## config.mk

```make
export PLATFORM = sky130hd
export DESIGN_NAME = player_action_sequencer_flat
export DESIGN_NICKNAME = d
export VERILOG_FILES = /design/src/rtl/player_action_sequencer_pkg.sv /design/src/rtl/player_action_sequencer_if.sv /design/src/rtl/player_action_sequencer_frame_tick_gen.sv /design/src/rtl/player_action_sequencer.sv /design/src/flat_wrapper.sv
export SDC_FILE = /design/constraint.sdc
export NUM_CORES = 1
export LEC_CHECK = 0
export ABC_CLOCK_PERIOD_IN_PS = 5180
export CORE_ASPECT_RATIO = 1.4
export CORE_MARGIN = 2
export CORE_UTILIZATION = 45
export CTS_CLUSTER_SIZE = 30
export DETAILED_ROUTE_END_ITERATION = 12
export DONT_BUFFER_PORTS = 1
export GPL_TIMING_DRIVEN = 0
export SETUP_SLACK_MARGIN = 0.2
export SYNTH_ARGS = -nofsm -noshare
export SYNTH_HDL_FRONTEND = slang
export SYNTH_SLANG_ARGS = --single-unit
```

## constraint.sdc

```tcl
create_clock -name sys_clk -period 5.18 [get_ports sys_clk]
set_input_delay 1.036 -clock sys_clk [delete_from_list [all_inputs] [get_ports sys_clk]]
set_output_delay 1.036 -clock sys_clk [all_outputs]
set_load 0.03 [all_outputs]
```

## src/rtl/player_action_sequencer_pkg.sv

```systemverilog
// Shared widths, button bit positions, state encodings and action lengths
// for the player action sequencer.
package player_action_sequencer_pkg;

    localparam int INPUT_DEPTH        = 5;
    localparam int STATE_DEPTH        = 3;
    localparam int SPRITE_INDEX_DEPTH = 3;

    localparam int BTN_FORWARDS  = 0;
    localparam int BTN_BACKWARDS = 1;
    localparam int BTN_GRAB      = 2;
    localparam int BTN_BLOCK     = 3;
    localparam int BTN_KICK      = 4;

    typedef enum logic [STATE_DEPTH-1:0] {
        ST_NOTHING   = 3'd0,
        ST_FORWARDS  = 3'd1,
        ST_BACKWARDS = 3'd2,
        ST_GRAB      = 3'd3,
        ST_BLOCK     = 3'd4,
        ST_KICK      = 3'd5,
        ST_WIN       = 3'd6,
        ST_LOSE      = 3'd7
    } pstate_e;

    // Action lengths in frames
    localparam int LEN_NOTHING   = 1;
    localparam int LEN_FORWARDS  = 2;
    localparam int LEN_BACKWARDS = 2;
    localparam int LEN_GRAB      = 5;
    localparam int LEN_BLOCK     = 4;
    localparam int LEN_KICK      = 6;
    localparam int LEN_WIN       = 8;
    localparam int LEN_LOSE      = 8;

    typedef logic [SPRITE_INDEX_DEPTH-1:0] sprite_t;
    typedef logic [INPUT_DEPTH-1:0]        buttons_t;

    function automatic sprite_t last_sprite(pstate_e s);
        case (s)
            ST_NOTHING:   return sprite_t'(LEN_NOTHING - 1);
            ST_FORWARDS:  return sprite_t'(LEN_FORWARDS - 1);
            ST_BACKWARDS: return sprite_t'(LEN_BACKWARDS - 1);
            ST_GRAB:      return sprite_t'(LEN_GRAB - 1);
            ST_BLOCK:     return sprite_t'(LEN_BLOCK - 1);
            ST_KICK:      return sprite_t'(LEN_KICK - 1);
            ST_WIN:       return sprite_t'(LEN_WIN - 1);
            ST_LOSE:      return sprite_t'(LEN_LOSE - 1);
            default:      return sprite_t'(0);
        endcase
    endfunction

    function automatic pstate_e button_priority(buttons_t b);
        if (b[BTN_KICK])      return ST_KICK;
        if (b[BTN_BLOCK])     return ST_BLOCK;
        if (b[BTN_GRAB])      return ST_GRAB;
        if (b[BTN_BACKWARDS]) return ST_BACKWARDS;
        if (b[BTN_FORWARDS])  return ST_FORWARDS;
        return ST_NOTHING;
    endfunction

    function automatic logic is_terminal(pstate_e s);
        return (s == ST_WIN) || (s == ST_LOSE);
    endfunction

endpackage

```

## src/rtl/player_action_sequencer_if.sv

```systemverilog
// Player-facing signal bundle: button/frame inputs in, animation state out.
interface player_action_sequencer_if;
    import player_action_sequencer_pkg::*;

    logic                          frame_clk;
    logic [INPUT_DEPTH-1:0]        player_buttons;
    logic [STATE_DEPTH-1:0]        next_state;
    logic [STATE_DEPTH-1:0]        player_state;
    logic [SPRITE_INDEX_DEPTH-1:0] player_sprite;
    logic                          player_actionable;
    logic [STATE_DEPTH-1:0]        state_from_buttons;
    logic                          frame_tick;

    modport master (
        output frame_clk, player_buttons, next_state,
        input  player_state, player_sprite, player_actionable,
               state_from_buttons, frame_tick
    );

    modport slave (
        input  frame_clk, player_buttons, next_state,
        output player_state, player_sprite, player_actionable,
               state_from_buttons, frame_tick
    );

endinterface

```

## src/rtl/player_action_sequencer_frame_tick_gen.sv

```systemverilog
// Synchronises the asynchronous frame_clk into sys_clk and emits a one-cycle
// pulse per rising edge.
module frame_tick_gen (
    input  logic sys_clk,
    input  logic rst_n,
    input  logic frame_clk,
    output logic frame_tick
);

    logic       sync1_q, sync2_q, hist_q;
    logic       armed_q, armed_d;
    logic [1:0] fill_q, fill_d;

    // After reset the chain must first carry a real low level of frame_clk,
    // otherwise a level already high at release would look like a new edge.
    always_comb begin
        fill_d  = fill_q;
        armed_d = armed_q;
        if (fill_q != 2'd2) fill_d = fill_q + 2'd1;
        if (fill_q == 2'd2 && !sync2_q) armed_d = 1'b1;
    end

    always_ff @(posedge sys_clk or negedge rst_n) begin
        if (!rst_n) begin
            sync1_q <= 1'b0;
            sync2_q <= 1'b0;
            hist_q  <= 1'b0;
            fill_q  <= 2'd0;
            armed_q <= 1'b0;
        end else begin
            sync1_q <= frame_clk;
            sync2_q <= sync1_q;
            hist_q  <= sync2_q;
            fill_q  <= fill_d;
            armed_q <= armed_d;
        end
    end

    assign frame_tick = sync2_q & ~hist_q & armed_q;

endmodule

```

## src/rtl/player_action_sequencer.sv

```systemverilog
// Per-frame player animation sequencer: latches button requests between frame
// ticks and advances state/sprite/actionable once per frame.
module player_action_sequencer
    import player_action_sequencer_pkg::*;
(
    input  logic                       sys_clk,
    input  logic                       rst_n,
    player_action_sequencer_if.slave   bus
);

    logic     frame_tick;
    pstate_e  state_q, state_d;
    pstate_e  sfb_q, sfb_d;
    pstate_e  req_state;
    sprite_t  sprite_q, sprite_d;
    logic     act_q, act_d;
    buttons_t latch_q, latch_d;

    frame_tick_gen u_frame_tick_gen (
        .sys_clk    (sys_clk),
        .rst_n      (rst_n),
        .frame_clk  (bus.frame_clk),
        .frame_tick (frame_tick)
    );

    assign req_state = pstate_e'(bus.next_state);

    always_comb begin
        state_d = state_q;
        sprite_d = sprite_q;
        act_d = act_q;
        sfb_d = sfb_q;
        latch_d = latch_q | bus.player_buttons;
        if (frame_tick) begin
            // A press in the tick cycle is consumed here and not carried over
            sfb_d = button_priority(latch_q | bus.player_buttons);
            latch_d = '0;
            state_d = req_state;
            if (req_state != state_q || act_q) begin
                sprite_d = '0;
            end else if (sprite_q < last_sprite(state_q)) begin
                sprite_d = sprite_q + 1'b1;
            end
            if (state_d == ST_NOTHING) begin
                act_d = 1'b1;
            end else if (is_terminal(state_d)) begin
                act_d = 1'b0;
            end else begin
                act_d = (sprite_d == last_sprite(state_d));
            end
        end
    end

    always_ff @(posedge sys_clk or negedge rst_n) begin
        if (!rst_n) begin
            state_q  <= ST_NOTHING;
            sprite_q <= '0;
            act_q    <= 1'b1;
            sfb_q    <= ST_NOTHING;
            latch_q  <= '0;
        end else begin
            state_q  <= state_d;
            sprite_q <= sprite_d;
            act_q    <= act_d;
            sfb_q    <= sfb_d;
            latch_q  <= latch_d;
        end
    end

    assign bus.player_state       = state_q;
    assign bus.player_sprite      = sprite_q;
    assign bus.player_actionable  = act_q;
    assign bus.state_from_buttons = sfb_q;
    assign bus.frame_tick         = frame_tick;

endmodule

```

## src/flat_wrapper.sv

```systemverilog
// flat-port wrapper written by rule: the top's interface ports become plain ports
module player_action_sequencer_flat import player_action_sequencer_pkg::*;
  (sys_clk, rst_n, bus_frame_clk, bus_player_buttons, bus_next_state, bus_player_state, bus_player_sprite, bus_player_actionable, bus_state_from_buttons, bus_frame_tick);
  player_action_sequencer_if bus_i ();
  input  logic sys_clk;
  input  logic rst_n;
  input wire logic [$bits(bus_i.frame_clk)-1:0] bus_frame_clk;
  input wire logic [$bits(bus_i.player_buttons)-1:0] bus_player_buttons;
  input wire logic [$bits(bus_i.next_state)-1:0] bus_next_state;
  output wire logic [$bits(bus_i.player_state)-1:0] bus_player_state;
  output wire logic [$bits(bus_i.player_sprite)-1:0] bus_player_sprite;
  output wire logic [$bits(bus_i.player_actionable)-1:0] bus_player_actionable;
  output wire logic [$bits(bus_i.state_from_buttons)-1:0] bus_state_from_buttons;
  output wire logic [$bits(bus_i.frame_tick)-1:0] bus_frame_tick;
  assign bus_i.frame_clk = bus_frame_clk;
  assign bus_i.player_buttons = bus_player_buttons;
  assign bus_i.next_state = bus_next_state;
  assign bus_player_state = bus_i.player_state;
  assign bus_player_sprite = bus_i.player_sprite;
  assign bus_player_actionable = bus_i.player_actionable;
  assign bus_state_from_buttons = bus_i.state_from_buttons;
  assign bus_frame_tick = bus_i.frame_tick;
  player_action_sequencer u_core (.sys_clk(sys_clk), .rst_n(rst_n), .bus(bus_i));
endmodule
```

==> out/qor.yml, run 1 <==
crit_fanout: 10
insertion_delay_ns: 0.26
antennaDiodeCount: 0
period_share: 0.569
timing.max_slew.rel_slack: 0.537
drc: 0
post-cts-setup-buffer-count: 0
post_synth_main_area_contributors: "sky130_fd_sc_hd__dfrtp_1 38%, sky130_fd_sc_hd__ha_1 12%, sky130_fd_sc_hd__o21ai_0 5.4%"
post_synth_fa_ha_maj_area_fraction: 0.115
routabilityCongestion: 0.842
most_frequent_standard_cell_in_the_layout_excluding_fill_and_tap_cells: "sky130_fd_sc_hd__dfrtp_1"
postSynthNetCount: 164
synth-edff-count: 0
grt_first_pass_wirelength_mm: 4.53
numPortBuffers: 0
dieHeight_um: 67.7
drt-vias-per-instance: 5.76
reg2reg_slack_ns: 2.47
ys_ff_latch: 21
numClockSinks: 21
synth_compound_area_frac: 0.171
worst_r2r_startpoint: "u_core.bus.player_state[0]"
yosys.area_share.xor_xnor: 0.0268
synth_async_reset_ratio: 1.00
track_usage: 0.181
setup_viol: 0
internal_power_w: 0.000266
num-fill-cells: 302
mostFrequentLayoutCells: "20 x sky130_fd_sc_hd__dfrtp_1, 17 x sky130_fd_sc_hd__nand2_1, 15 x sky130_fd_sc_hd__nor2_1"
detail-route-antenna-nets: 0
floorplan.die.width_um: 49.5
syn-instance-count: 141
drv.max_cap_violation_count: 0
leakage_component_of_the_power_nw: 0.602
dr_wl_met2_mm: 1.40
final_layout_size_suffix_gt1_frac: 0.0690
tritoncts: "yes"
cts-buffers-inserted: 3
uppermost_layer_routed: "met4"
fin_nets: 169
areaGrowthSynthToFinish_pct: 7.00
irDropWorstVdd_mv: 0.182
critical_path_required_ns: 4.14
achievable-frequency_mhz: 339
antenna_found_initial: 0
critical_path_class: "flop to primary output"
dr_wl_met3_um: 166
timing.hold.worst.class: "flop to flop"
number_of_global_route_vias_before_repair: 1040
top_level_ports: 22
power.sequential.fraction: 0.521
clockPowerShare: 0.273
root_buffer: "sky130_fd_sc_hd__clkbuf_8"
finalHoldViolations: 0
hpwl_mm: 2.09
min_period_ns: 2.95
status: "completed"
cts-root-to-sink-buffers: 2
post_drt_wl_per_cell_um: 14.7
gr-total-overflow: 0
synth.distinct_cells: 39
worst_setup_path_end_kind: "primary output"
cellPowerDensity_nw_per_um2: 287
route.vias.total: 1049
start_kind: "flop"
cts.clk_slew.worst_paths_ns: 0.07
timing.clock.skew_ns: 0.00454
worst_setup_ep: "bus_frame_tick"
tns_ns: 0
h-tree-depth: 1
syn_avg_cell_area_sq_um: 9.26
detailedRoute.firstPassIterationCount: 4
core_region_area_sq_um: 2820
post_cts_hold_buffer_count: 0
synth_largest_area_cell: "sky130_fd_sc_hd__dfrtp_1"
fp.dieArea_sq_um: 3350
number_of_cell_instances_on_the_worst_register_to_register_path: 11
tightest_slew_ns: 0.695
postLayoutCellArea_sq_um: 1400
placement_rows: 23
postRouteWirelength_mm: 2.67
post_cts_resize_count: 0
rsz0062_at_grt: "no"
drt_first_iter_violations: 22
dominantRegCellSynth: "sky130_fd_sc_hd__dfrtp_1"
synth_top_family_by_area: "simple AND/OR/NAND/NOR gates"
seq_area_frac_synth: 0.404
total_switching_power_w: 0.000134
drt-met1-wl_mm: 1.00
worst_ep_arrival_time_ns: 1.91
crit-reg2reg-capture: "u_core.bus.player_actionable"
yosys.area_share.simple: 0.219
sw_share: 0.335
synth.mux.area_fraction: 0.0153
yosys.area.top_type_share: 0.384
holdWs_ns: 0.355
cp-startpoint: "u_core.u_frame_tick_gen.hist_q"
finalCoreUtilization: 0.495
slew_viol_final: 0
syn_area_sq_um: 1310
share_comb_of_total_power: 0.207
dpl_cell_area_sq_um: 1350
grt_max_degree: 22
synthesis.yosys.warnings: 0
initial_util: 0.463
[worst min path at each step]
stage,startpoint,end,slack [ns],cells past startpoint
2_1_floorplan,u_core.u_frame_tick_gen.sync1_q,u_core.u_frame_tick_gen.sync2_q,0.33,0
3_3_place_gp,u_core.u_frame_tick_gen.sync1_q,u_core.u_frame_tick_gen.sync2_q,0.33,0
3_5_place_dp,u_core.u_frame_tick_gen.sync1_q,u_core.u_frame_tick_gen.sync2_q,0.34,0
4_1_cts,u_core.u_frame_tick_gen.sync1_q,u_core.u_frame_tick_gen.sync2_q,0.36,0
5_1_grt,u_core.u_frame_tick_gen.sync1_q,u_core.u_frame_tick_gen.sync2_q,0.36,0
6_report,u_core.u_frame_tick_gen.sync1_q,u_core.u_frame_tick_gen.sync2_q,0.36,0
[final cells by class]
cell class                 instances  area (sq um)  area share
sequential                        21           527       0.377
tap                               37          46.3      0.0332
buffer                             4          27.5      0.0197
multi-input combinational        106           713       0.511
clock buffer                       4          45.0      0.0323
inverter                          10          37.5      0.0269
[cells in the mapped netlist (2+ instances only)]
| cell type | n |
|---|---|
| sky130_fd_sc_hd__nand3b_1 | 2 |
| sky130_fd_sc_hd__nand3_1 | 2 |
| sky130_fd_sc_hd__inv_1 | 10 |
| sky130_fd_sc_hd__nand4b_1 | 2 |
| sky130_fd_sc_hd__xnor2_1 | 4 |
| sky130_fd_sc_hd__nand2_1 | 17 |
| sky130_fd_sc_hd__ha_1 | 12 |
| sky130_fd_sc_hd__o21ai_0 | 14 |
| sky130_fd_sc_hd__nor2_1 | 15 |
| sky130_fd_sc_hd__mux2i_1 | 2 |
| sky130_fd_sc_hd__a21o_1 | 2 |
| sky130_fd_sc_hd__dfrtp_1 | 20 |
| sky130_fd_sc_hd__nor2b_1 | 3 |
| sky130_fd_sc_hd__nand4_1 | 4 |
| sky130_fd_sc_hd__nor3b_1 | 2 |
| sky130_fd_sc_hd__o31ai_1 | 2 |
| sky130_fd_sc_hd__a21oi_1 | 2 |
| sky130_fd_sc_hd__nand2b_1 | 2 |
| sky130_fd_sc_hd__a311oi_2 | 2 |
| sky130_fd_sc_hd__a211oi_1 | 3 |
[power by group through the flow]
stage | Sequential (W) | Clock (W) | Combinational, W
6_report | 0.000208 | 0.000109 | 0.0000827
5_1_grt | 0.000211 | 0.000119 | 0.0000954
4_1_cts | 0.000209 | 0.000113 | 0.0000829
3_5_place_dp | 0.000212 | 0 | 0.0000828
3_3_place_gp | 0.000211 | 0 | 0.0000800
2_1_floorplan | 0.000207 | 0 | 0.0000676
[kinds of logic after synthesis]
logic type	Yosys count
fa+ha+maj	12
flops	21
xor+xnor	4
mux	2
buf+inv	14
simple gates	56
compound gates	32
[registers in the layout, indices dropped and copies added, names as in the netlist]
name and flops:
u_core.bus.player_actionable 1, u_core.bus.player_sprite 3, u_core.u_frame_tick_gen.sync2_q 1, u_core.u_frame_tick_gen.sync1_q 1, u_core.bus.player_state 3, u_core.u_frame_tick_gen.armed_q 1
u_core.u_frame_tick_gen.fill_q 2, u_core.bus.state_from_buttons 3, u_core.u_frame_tick_gen.hist_q 1, u_core.latch_q 5
[critical path, cell delays in order, from the launching register on]
cell and delay (ns):
sky130_fd_sc_hd__dfrtp_1 0.36, sky130_fd_sc_hd__nand3b_1 0.31, sky130_fd_sc_hd__inv_1 0.19, sky130_fd_sc_hd__buf_2 0.23, sky130_fd_sc_hd__buf_1 0.56
[per-stage QoR]
step                power (W)  worst slack [ns]  instances
floorplan            0.000275              2.72        141
global placement     0.000291              2.45        178
detailed placement   0.000295              2.44        178
CTS                  0.000405              2.18        182
global route         0.000426              2.04        182
finish               0.000400              2.23        182
[routing by layer]
layer | GRT usage | vias up
met5 | 0 | -
met4 | 0.108 | 0
met3 | 0.0509 | 9
met2 | 0.346 | 32
met1 | 0.172 | 500
li1 | - | 508
No activity file was read; power rests on OpenSTA's default activity.
==> run 2: changes to the inputs <==
Settings changed: ABC_CLOCK_PERIOD_IN_PS 5180 to 2400.
Clock period 5.18 ns to 2.4 ns, I/O delays scaled along.
==> run 2 against run 1 <==
  * The run now ends with setup timing left
  * Non-clock buffer count grew 9
  * Worst setup slack got worse by 2.3 ns
  * Clock skew decreased by 0.0020 ns
  * Core utilization is 6.0 points higher
  * Worst hold slack got worse by 0.31 ns
  * Design area rose by 12%
  * Critical path depth increased by 7
  * Sequential cell count is the same
  * Via count is 4.7% higher
  * Sequential share of layout area down 3.9 points
  * Critical endpoint is now u_core.bus.player_actionable
  * Largest power group unchanged
==> out/qor.yml, run 2 (synthesis results as in run 1) <==
status: "finished with violations"
violations: "setup timing"
route.vias.total: 1098
crit_fanout: 5
post_drt_wl_per_cell_um: 15.7
detail-route-antenna-nets: 0
root_buffer: "sky130_fd_sc_hd__clkbuf_8"
timing.hold.worst.class: "primary input to asynchronous set/reset pin"
irDropWorstVdd_mv: 0.405
mostFrequentLayoutCells: "18 x sky130_fd_sc_hd__dfrtp_1, 16 x sky130_fd_sc_hd__nand2_1, 14 x sky130_fd_sc_hd__nor2_1"
rsz0062_at_grt: "yes"
initial_util: 0.463
number_of_global_route_vias_before_repair: 1082
start_kind: "flop"
critical_path_required_ns: 2.59
routabilityCongestion: 0.837
h-tree-depth: 1
postRouteWirelength_mm: 3.01
drc: 0
tritoncts: "yes"
fp.dieArea_sq_um: 3350
achievable-frequency_mhz: 402
final_layout_size_suffix_gt1_frac: 0.208
top_level_ports: 22
crit-reg2reg-capture: "u_core.bus.player_actionable"
timing.clock.skew_ns: 0.00256
core_region_area_sq_um: 2820
gr-total-overflow: 0
worst_ep_arrival_time_ns: 2.67
insertion_delay_ns: 0.26
holdWs_ns: 0.0501
grt_max_degree: 21
leakage_component_of_the_power_nw: 0.651
numClockSinks: 21
worst_r2r_startpoint: "u_core.bus.player_state[0]"
number_of_flip_flops_in_the_largest_register: 5
fin_nets: 178
hpwl_mm: 2.08
finalHoldViolations: 0
period_share: 1.04
antennaDiodeCount: 0
critical_path_class: "flop to flop"
floorplan.die.width_um: 49.5
drt_first_iter_violations: 15
numPortBuffers: 0
tightest_slew_ns: 0.904
finalCoreUtilization: 0.555
timing.final.ws_setup_ns: -0.0861
detailedRoute.firstPassIterationCount: 4
reg2reg_slack_ns: -0.09
drv.max_cap_violation_count: 0
cts-buffers-inserted: 3
largest-register: "u_core.latch_q"
antenna_found_initial: 0
number_of_cell_instances_on_the_worst_register_to_register_path: 11
worst_setup_path_end_kind: "flop"
grt_first_pass_wirelength_mm: 4.77
cts.clk_slew.worst_paths_ns: 0.08
drt-vias-per-instance: 5.75
timing.max_slew.rel_slack: 0.395
areaGrowthSynthToFinish_pct: 20.0
cts-root-to-sink-buffers: 2
cellPowerDensity_nw_per_um2: 609
placement_rows: 23
dieHeight_um: 67.7
most_frequent_standard_cell_in_the_layout_excluding_fill_and_tap_cells: "sky130_fd_sc_hd__dfrtp_1"
slew_viol_final: 0
track_usage: 0.191
setup_viol: 1
min_period_ns: 2.49
## run 2: changes by cell type in the layout (fill, tap and decap cells not counted), sizes merged
| cell | before | now |
|---|---|---|
| buf | 4 | 12 |
| dlygate4sd3 | 0 | 1 |
## run 2: final cells by class
cell class,instances,area (sq um)
fillers,283,1250
multi-input cells,106,790
flip-flops and latches,21,529
repair buffers,9,81.3
well taps,37,46.3
clock buffers,4,45.0
inverters,10,40.0
plain buffers,4,35.0
## run 2: worst max path at each step
stage	from	to	slack, ns	depth (start not counted)
after CTS	u_core.bus.player_state[1]	u_core.bus.player_actionable	-0.12	11
final	u_core.bus.player_state[0]	u_core.bus.player_actionable	-0.09	11
after global routing	u_core.bus.player_state[0]	u_core.bus.player_actionable	-0.22	11
after detailed placement	u_core.bus.player_state[1]	u_core.bus.player_actionable	-0.14	11
after floorplan	u_core.bus.player_state[1]	u_core.bus.player_actionable	0.12	11
after global placement	u_core.bus.player_state[1]	u_core.bus.player_actionable	-0.11	11
## run 2: what timing repair did
item / 4_1_cts / 5_1_grt
pin swaps: 5 / 9
buffers inserted: 3 / 5
setup endpoints to repair: 4 / 5
hold endpoints to repair: 20 / 0
resized for setup: 4 / 15
hold buffers: 1 / 0
## run 2: layer usage
metal | part of all wire | global-route usage | routed length [um]
met1 | 0.38 | 0.202 | 1140
met2 | 0.54 | 0.341 | 1620
met3 | 0.056 | 0.0398 | 167
met4 | 0.025 | 0.132 | 75
met5 | 0 | 0 | 0
## run 2: critical path, cell delays in order, from the launching register on
cell and delay (ns):
sky130_fd_sc_hd__dfrtp_2 0.52, sky130_fd_sc_hd__inv_2 0.09, sky130_fd_sc_hd__ha_4 0.16, sky130_fd_sc_hd__nand2_2 0.05
sky130_fd_sc_hd__o21ai_2 0.05, sky130_fd_sc_hd__ha_1 0.30, sky130_fd_sc_hd__buf_6 0.13, sky130_fd_sc_hd__a21o_4 0.21
sky130_fd_sc_hd__a22o_2 0.31, sky130_fd_sc_hd__o2111ai_2 0.18, sky130_fd_sc_hd__nand4_1 0.15, sky130_fd_sc_hd__a211oi_2 0.24
## run 2: power by group
part	internal (W)	total [W]	leakage (nW)	switching, W
Clock	0.000118	0.000236	0.0228	0.000117
Combinational	0.000121	0.000266	0.385	0.000145
Sequential	0.000384	0.000452	0.243	0.0000677
## run 2: metrics by stage
stage	worst slack [ns]	std cells	area [sq um]	power (W)	setup TNS, ns
finish	-0.0861	191	1570	0.000954	-0.0861
global route	-0.224	191	1570	0.00101	-0.277
detailed placement	-0.144	178	1360	0.000644	-0.144
global placement	-0.110	178	1360	0.000636	-0.110
CTS	-0.120	186	1460	0.000913	-0.120
floorplan	0.118	141	1310	0.000600	0
==> run 3: changes to the inputs <==
Settings changed: GPL_TIMING_DRIVEN 0 to default, PLACE_DENSITY from default to 0.71, SLEW_MARGIN from default to 20.
==> run 3 against run 2 <==
  * The flow now finishes without violations
  * Design area increased by 7.5%
  * Worst setup slack improved by 0.28 ns
  * Power increased by 4.9%
  * Die area unchanged
==> out/qor.yml, run 3 (synthesis results as in run 1) <==
achievable-frequency_mhz: 453
grt_first_pass_wirelength_mm: 4.94
period_share: 0.920
cts.clk_slew.worst_paths_ns: 0.08
slew_viol_final: 0
grt_max_degree: 21
detail-route-antenna-nets: 0
share_comb_of_total_power: 0.327
placement_rows: 23
detailedRoute.firstPassIterationCount: 4
crit_fanout: 6
tritoncts: "yes"
drc: 0
finalCoreUtilization: 0.597
min_period_ns: 2.21
cts-buffers-inserted: 3
rsz0062_at_grt: "yes"
tightest_slew_ns: 0.858
dieHeight_um: 67.7
top_level_ports: 22
irDropWorstVdd_mv: 0.521
fp.dieArea_sq_um: 3350
antennaDiodeCount: 0
largest-register: "u_core.latch_q"
critical-path-slowest-cell: "sky130_fd_sc_hd__dfrtp_2"
reg2reg_slack_ns: 0.19
gr-total-overflow: 0
floorplan.die.width_um: 49.5
cellPowerDensity_nw_per_um2: 594
setup_viol: 0
total_power_w: 0.00100
h-tree-depth: 1
critical_path_class: "flop to flop"
drt_first_iter_violations: 26
core_region_area_sq_um: 2820
critical_path_required_ns: 2.59
finalHoldViolations: 0
sw_share: 0.347
worst_setup_path_end_kind: "flop"
final_layout_size_suffix_gt1_frac: 0.304
postRouteWirelength_mm: 3.03
start_kind: "flop"
post_drt_wl_per_cell_um: 15.3
numClockSinks: 21
critical_path.n_buffers_inverters: 1
drt-vias-per-instance: 5.65
chain_of_cells_forming_the_critical_path: "ha_2, o21ai_4, ha_4, buf_4, a211oi_2, o31ai_2, a2111o_1, nand4_1, a211oi_2"
internal_power_w: 0.000653
total_switching_power_w: 0.000348
insertion_delay_ns: 0.26
critPathMostFrequentCell: "sky130_fd_sc_hd__a211oi_2"
status: "completed"
critPathTopFamily: "compound AO/OA/AOI/OAI gates"
fin_nets: 185
timing.hold.worst.class: "primary input to asynchronous set/reset pin"
areaGrowthSynthToFinish_pct: 29.1
most_frequent_standard_cell_in_the_layout_excluding_fill_and_tap_cells: "sky130_fd_sc_hd__buf_4"
antenna_found_initial: 0
number_of_flip_flops_in_the_largest_register: 5
root_buffer: "sky130_fd_sc_hd__clkbuf_8"
worst_r2r_startpoint: "u_core.bus.player_state[0]"
routabilityCongestion: 0.906
power.sequential.fraction: 0.441
timing.max_slew.rel_slack: 0.426
drv.max_cap_violation_count: 0
mostFrequentLayoutCells: "18 x sky130_fd_sc_hd__buf_4, 17 x sky130_fd_sc_hd__dfrtp_1, 16 x sky130_fd_sc_hd__nand2_1"
leakage_component_of_the_power_nw: 0.706
cp_slowest_stage_delay_ns: 0.46
numPortBuffers: 0
cts-root-to-sink-buffers: 2
clockPowerShare: 0.232
track_usage: 0.189
timing.clock.skew_ns: 0.00301
hpwl_mm: 2.23
route.vias.total: 1118
tns_ns: 0
crit-reg2reg-capture: "u_core.bus.player_actionable"
number_of_cell_instances_on_the_worst_register_to_register_path: 9
initial_util: 0.463
number_of_global_route_vias_before_repair: 1084
worst_ep_arrival_time_ns: 2.40
## run 3: cell count changes in the layout (fill, tap and decap cells not counted), moves of 2 or more
| cell | delta |
|---|---|
| sky130_fd_sc_hd__buf_4 | +12 |
| sky130_fd_sc_hd__buf_6 | -4 |
| sky130_fd_sc_hd__ha_1 | -3 |
| sky130_fd_sc_hd__ha_4 | +2 |
## run 3: worst max-delay path by stage
stage / from / end / slack (ns) / cells after the start
6_report: u_core.bus.player_state[0] / u_core.bus.player_actionable / 0.19 / 9
5_1_grt: u_core.bus.player_state[0] / u_core.bus.player_actionable / 0.13 / 11
4_1_cts: u_core.bus.player_state[0] / u_core.bus.player_actionable / 0.14 / 10
2_1_floorplan: u_core.bus.player_state[1] / u_core.bus.player_actionable / 0.12 / 11
3_3_place_gp: u_core.bus.player_state[0] / u_core.bus.player_actionable / 0.10 / 8
3_5_place_dp: u_core.bus.player_state[0] / u_core.bus.player_actionable / 0.09 / 8
## run 3: final cells by class
cell class | instances | area (sq um)
well taps | 37 | 46.3
flip-flops and latches | 21 | 531
repair buffers | 20 | 156
fillers | 253 | 1140
inverters | 10 | 40.0
clock buffers | 3 | 41.3
multi-input cells | 106 | 862
clock inverters | 1 | 7.51
## run 3: power by group through the flow
| stage | clock network [W] | logic (W) | registers (W) |
|---|---|---|---|
| 2_1_floorplan | 0 | 0.000151 | 0.000450 |
| 3_3_place_gp | 0 | 0.000207 | 0.000441 |
| 3_5_place_dp | 0 | 0.000213 | 0.000443 |
| 4_1_cts | 0.000238 | 0.000268 | 0.000435 |
| 5_1_grt | 0.000253 | 0.000353 | 0.000446 |
| 6_report | 0.000232 | 0.000328 | 0.000441 |
## run 3: stage by stage
stage | hold WS, ns | std cells | instance area, sq um | worst slack [ns]
finish | 0.0576 | 198 | 1680 | 0.191
global route | 0.0465 | 198 | 1680 | 0.132
CTS | 0.0526 | 197 | 1560 | 0.138
detailed placement | 0.185 | 184 | 1400 | 0.0882
global placement | 0.185 | 184 | 1400 | 0.105
floorplan | 0.184 | 141 | 1310 | 0.118
## run 3: metal layers
metal  global-route usage  share of wire  vias to the layer above
li1                     -              -                      539
met1                0.214           0.38                      534
met2                0.328           0.53                       37
met3               0.0509          0.061                        8
met4                0.101          0.028                        0
met5                    0              0                        -
## run 3: timing repair
action	in CTS	in global routing
setup endpoints to repair	1	2
pin swaps	8	9
buffers inserted	8	1
hold endpoints to repair	20	0
hold buffers	1	0
gates resized for setup	5	21
